### config.mk
export PLATFORM = sky130hd
export DESIGN_NAME = shift_rx
export DESIGN_NICKNAME = d
export VERILOG_FILES = /design/src/rtl/shift_rx.sv
export SDC_FILE = /design/constraint.sdc
export NUM_CORES = 1
export LEC_CHECK = 0
export CAP_MARGIN = 20
export CORE_MARGIN = 5
export CORE_UTILIZATION = 40
export DETAILED_ROUTE_END_ITERATION = 10
export PLACE_DENSITY = 0.65
export SYNTH_ARGS = -nofsm -noshare
export SYNTH_HDL_FRONTEND = slang
export SYNTH_SLANG_ARGS = --single-unit
### constraint.sdc
create_clock -name Clock -period 2.1 [get_ports Clock]
set_input_delay 0.315 -clock Clock [delete_from_list [all_inputs] [get_ports Clock]]
set_output_delay 0.315 -clock Clock [all_outputs]
set_load 0.02 [all_outputs]
### src/rtl/shift_rx.sv
// shift_rx: LSB-first serial-to-parallel receiver with Valid/Ack handoff and sticky overrun flag
//   Clock   : single clock, all state changes on posedge
//   Reset   : asynchronous active-high, clears all state
//   Start   : begin/restart a frame (ignored in FULL unless Ack is also high)
//   E, w    : bit strobe and serial data bit (LSB first)
//   Ack     : consumer has taken Q (only acts while Valid)
//   Q       : last completed word, changes only on frame completion
//   Valid   : Q holds an untaken word (state FULL)
//   Busy    : a frame is in progress (state SHIFT)
//   Overrun : sticky, set by a strobe arriving while Valid
module shift_rx #(
    parameter int N = 4
) (
    input  logic         Clock,
    input  logic         Reset,
    input  logic         Start,
    input  logic         E,
    input  logic         w,
    input  logic         Ack,
    output logic [N-1:0] Q,
    output logic         Valid,
    output logic         Busy,
    output logic         Overrun
);
    localparam int CW = $clog2(N);

    typedef enum logic [1:0] {IDLE, SHIFT, FULL} state_t;

    state_t        state, state_nx;
    logic [N-1:0]  s, s_nx, q_nx, s_in;
    logic [CW-1:0] c, c_nx;
    logic          ovr_nx;

    assign s_in  = {w, s[N-1:1]};
    assign Busy  = state == SHIFT;
    assign Valid = state == FULL;

    always_ff @(posedge Clock or posedge Reset)
        if (Reset) begin
            state   <= IDLE;
            s       <= '0;
            c       <= '0;
            Q       <= '0;
            Overrun <= 1'b0;
        end else begin
            state   <= state_nx;
            s       <= s_nx;
            c       <= c_nx;
            Q       <= q_nx;
            Overrun <= ovr_nx;
        end

    always_comb begin
        state_nx = state;
        s_nx     = s;
        c_nx     = c;
        q_nx     = Q;
        ovr_nx   = Overrun;
        case (state)
            IDLE: if (Start) begin
                state_nx = SHIFT;
                c_nx     = '0;
            end
            SHIFT: if (Start) c_nx = '0;
            else if (E) begin
                s_nx = s_in;
                // last bit lands directly in Q so completion and Valid coincide
                if (c == CW'(N - 1)) begin
                    q_nx     = s_in;
                    c_nx     = '0;
                    state_nx = FULL;
                end else c_nx = c + 1'b1;
            end
            FULL: begin
                ovr_nx = Overrun | E;
                if (Ack) begin
                    state_nx = Start ? SHIFT : IDLE;
                    c_nx     = '0;
                end
            end
            default: state_nx = IDLE;
        endcase
    end
endmodule
### After elaboration in Yosys (flattened, before gate mapping)

Index checks and enable logic that the tools add are counted.

* add/sub/neg operators: 1
* eq/ne operators: 9
* bitwise logic cells: 2
* reductions and logical operators: 6
* multiplexer cells: 13

Operators by type and width (number)
* 2-bit two-way mux: 10
* 2-bit case mux with 3 select lines: 2
* 2-bit != test, second input constant: 4
* 4-bit AND reduction: 2
* 5-bit AND reduction: 1
* 2-bit equality test, second input constant: 2
* 3-bit != test, second input constant: 1
* 3-bit AND reduction: 1
* 3-bit nonzero test: 1
* 2-bit by 1-bit adder with 2-bit output, second input constant: 1
* 2-bit by 1-bit equality test with 1-bit output, second input constant: 1
* 2-bit zero test: 1
* 2-bit by 1-bit != test with 1-bit output, second input constant: 1
* 1-bit two-way mux: 1
* 1-bit NOT: 1
* 1-bit bitwise OR: 1

* flip-flop bits (word level): 13

### Longest topological paths before layout

* depth in word-level cells: 5
* mapped depth: 4
* depth with buffers taken out: 4

### Worst setup path after synthesis

Ideal clock, no wire load.

* path kind: reg2reg
* from: register state[1]
* to: register Q[0]
* arrival time: 1219 ps
* path buffers: 1
* clock period less this slack: 1344 ps
* library setup time: 125 ps
* stages on the path, launching flop included: 5
* path slack: 756 ps
* path through: dfrtp_1 -> nor4bb_1 -> buf_4 -> nand2_4 -> mux2_4

* cells in the longest elaborated chain, start to end: 2

RTL lines
* start, declared: RTL line 29 `state_t state, state_nx;`
* start signal, assigned: RTL line 46 `state <= state_nx;`
* 2-bit by 1-bit equality test with 1-bit output: RTL line 59 `case (state)`
* 4-bit AND reduction (no line)
* end signal, assigned: RTL line 49 `Q <= q_nx;`
* end, declared: RTL line 20 `output logic [N-1:0] Q,`

No other way between the ends.
A chain may end at the register's enable or synchronous reset.

### Worst setup path in the final report

* from: register state[1]
* to: output port Valid

* cells in the longest elaborated chain, start to end: 1

RTL lines
* 2-bit equality test: RTL line 36 `assign Valid = state == FULL;`
* end, declared: RTL line 21 `output logic Valid,`

No other way between the ends.

==> summary.md <==
| Metric | Value |
|---|---|
| Status | `completed` |
| Clock Latency Late Sink | `270 ps` |
| Rel. slew slack | `70.3%` |
| Crit Path Class | `reg -> out` |
| Post-layout net count | `65` |
| Fin crit share | `94.3%` |
| Fmax | `0.505 GHz` |
| Drt initial violations | `0` |
| Share of cells above drive strength 1 | `23.2%` |
| CP arrival | `1670 ps` |
| Area growth, synth to finish | `30.1%` |
| Critical path cell sequence | `or2b_1 > inv_1 > clkdlybuf4s50_1` |
| Final Util | `54.2%` |
| Initial antenna violation count | `0` |
| Peak VDD IR | `359 uV` |
| Leak pwr | `0.341 nW` |
| Vias | `348` |
| TritonCTS Buffers | `3` |
| CTS tree | `yes` |
| Clock Sinks | `12` |
| HP Class | `in -> async` |
| DR pass1 iterations | `1` |
| Core area | `1280 um^2` |
| Met3 Resource Use GR | `2.73%` |
| Count of cell types in the netlist | `16` |
| Largest net degree at the start of global routing | `13` |
| Mapped Area | `536 um^2` |
| RSZ-0062 raised after global routing | `no` |
| Worst-path clk slew | `70 ps` |
| Mapped Cells | `41` |
| Largest delay share family, worst path | `buffers and inverters` |
| ANT nets after route | `0` |
| Cts hold-fix bufs | `0` |
| CP Max Fanout | `7` |
| Routed len/inst | `13.4 um` |
| TNS Setup | `0 ps` |
| Seq cells post-synth | `12` |
| FILL cells | `118` |
| Global placement routability congestion | `0.760` |
| Max Transition Viols Final | `0` |
| Largest cells by area after synthesis | `dfrtp_1 56%, mux2_4 11%, mux2_2 6.3%` |
| GRT met2 Usage | `15.1%` |
| Syn Area/Cell | `13.1 um^2` |
| CTS root buffer | `clkbuf_4` |
| Total grt overflow | `0` |
| Worst path bufs/invs | `2` |
| Starting Density | `41.7%` |
| CP peak stage delay | `600 ps` |
| Seq/Total Area, Yosys | `56.1%` |
| Post-CTS Setup Bufs | `0` |
| Final hold violations | `0` |
| Residual DRC count | `0` |
| CP max stage cell | `clkdlybuf4s50_1` |
| DP Wirelength | `700 um` |
| First-pass GRT wire length | `1570 um` |
| Net Count, Synth | `48` |
| Die X | `46.6 um` |
| Setup Skew | `0.897 ps` |
| Top-area cell type share of the netlist area | `56.1%` |
| Number of global-route vias before repair | `366` |
| Critical Path End Type | `output port` |
| Die Ht | `46.6 um` |
| Synth area leader | `dfrtp_1` |
| CP startpoint kind | `flop` |
| Grt met1 use | `13.7%` |
| PwrDens | `787 nW/um^2` |
| Min Clock Period, post-route | `1980 ps` |
| Port bufs | `12` |
| Final setup violation count | `0` |
| Yosys Warn Count | `0` |
| H-tree depth | `1` |
| Post-CTS sizing | `0` |
| GRT Overall Usage | `10.7%` |
| Slew @ Worst Pin | `444 ps` |
| Core Rows | `13` |
| I/O pins | `13` |
| Vias/cell | `4.90` |
| GRT busiest layer | `met2` |
| Required @ worst endpoint | `1780 ps` |
| Die area | `2170 um^2` |
| Final antenna diode count | `0` |
| Total Wirelength | `952 um` |
| Max_cap viols | `0` |
| Clock buffer depth | `2` |
-- final cells by class --
class,count,area [um^2],share of cell area (%)
Sequential cell,12,300,43.1
Multi-Input combinational cell,25,216,31.1
Timing Repair Buffer,13,128,18.3
Clock buffer,3,22.5,3.23
Tap cell,15,18.8,2.69
Inverter,3,11.3,1.62
-- through the flow --
stage                     hold WS (ps)  instances  power [W]  setup slack, ps  cell area [um^2]
after floorplan                    180         41   0.000360              756               536
after global placement             443         68   0.000413              207               674
after detailed placement           448         68   0.000415              244               674
after CTS                          368         71   0.000555              118               697
after global routing               413         71   0.000576             45.8               697
final                              352         71   0.000548              119               697
-- worst paths after layout --
path                            to     start  slack [ps]  depth (start not counted)
setup reg to reg              Q[1]  state[1]         630                          4
min in group Clock         Overrun   Overrun         460                          1
max in group asynchronous  Overrun     Reset        1440                          2
setup / recovery             Valid  state[1]         120                          3
hold reg to reg            Overrun   Overrun         460                          1
hold / removal                Q[0]     Reset         350                          2
-- kinds of logic after synthesis --
group	share of synthesized area, %
AOI/OAI and AO/OA	9.11
adders and majority gates	2.34
and+or+nand+nor	11.4
DFF	56.1
muxes	17.5
buffers and inverters	3.51
-- sequential cells by signal, summed over array words and instances (netlist names) --
name,flops
state,2
c,2
Overrun,1
s,3
Q,4
-- synth_stat cells --
| cell | n |
|---|---|
| nand3b_1 | 2 |
| or2b_1 | 1 |
| o21ai_0 | 3 |
| nand2_1 | 3 |
| inv_1 | 3 |
| a21o_2 | 1 |
| mux2_2 | 3 |
| o211ai_1 | 2 |
| nand2_4 | 1 |
| ha_1 | 1 |
| dfrtp_1 | 12 |
| nor2b_1 | 1 |
| buf_4 | 1 |
| a21oi_1 | 2 |
| mux2_4 | 4 |
| nor4bb_1 | 1 |
-- power breakdown --
part / leakage, nW / switching, W / internal [W]
clock: 0.0138 / 0.0000723 / 0.0000664
sequential: 0.153 / 0.0000221 / 0.000266
combinational: 0.174 / 0.0000487 / 0.0000725
total: 0.341 / 0.000143 / 0.000405
-- placed cells by master (no fill, tap or decap) --
master            n
dfrtp_1          12
clkdlybuf4s50_1  12
mux2_4            4
nand2_1           3
o21ai_0           3
mux2_2            3
inv_1             3
clkbuf_4          3
a21oi_1           2
nand3b_1          2
o211ai_1          2
nor4bb_1          1
nand2_4           1
nor2b_1           1
or2b_1            1
a21o_2            1
ha_1              1
buf_4             1
-- routing by layer --
metal	share of wire [%]	wire (um)
met5	0	0
met2	43	411
met4	0	0
met3	8.0	76
met1	49	464
No activity file was read; power rests on OpenSTA's default activity.
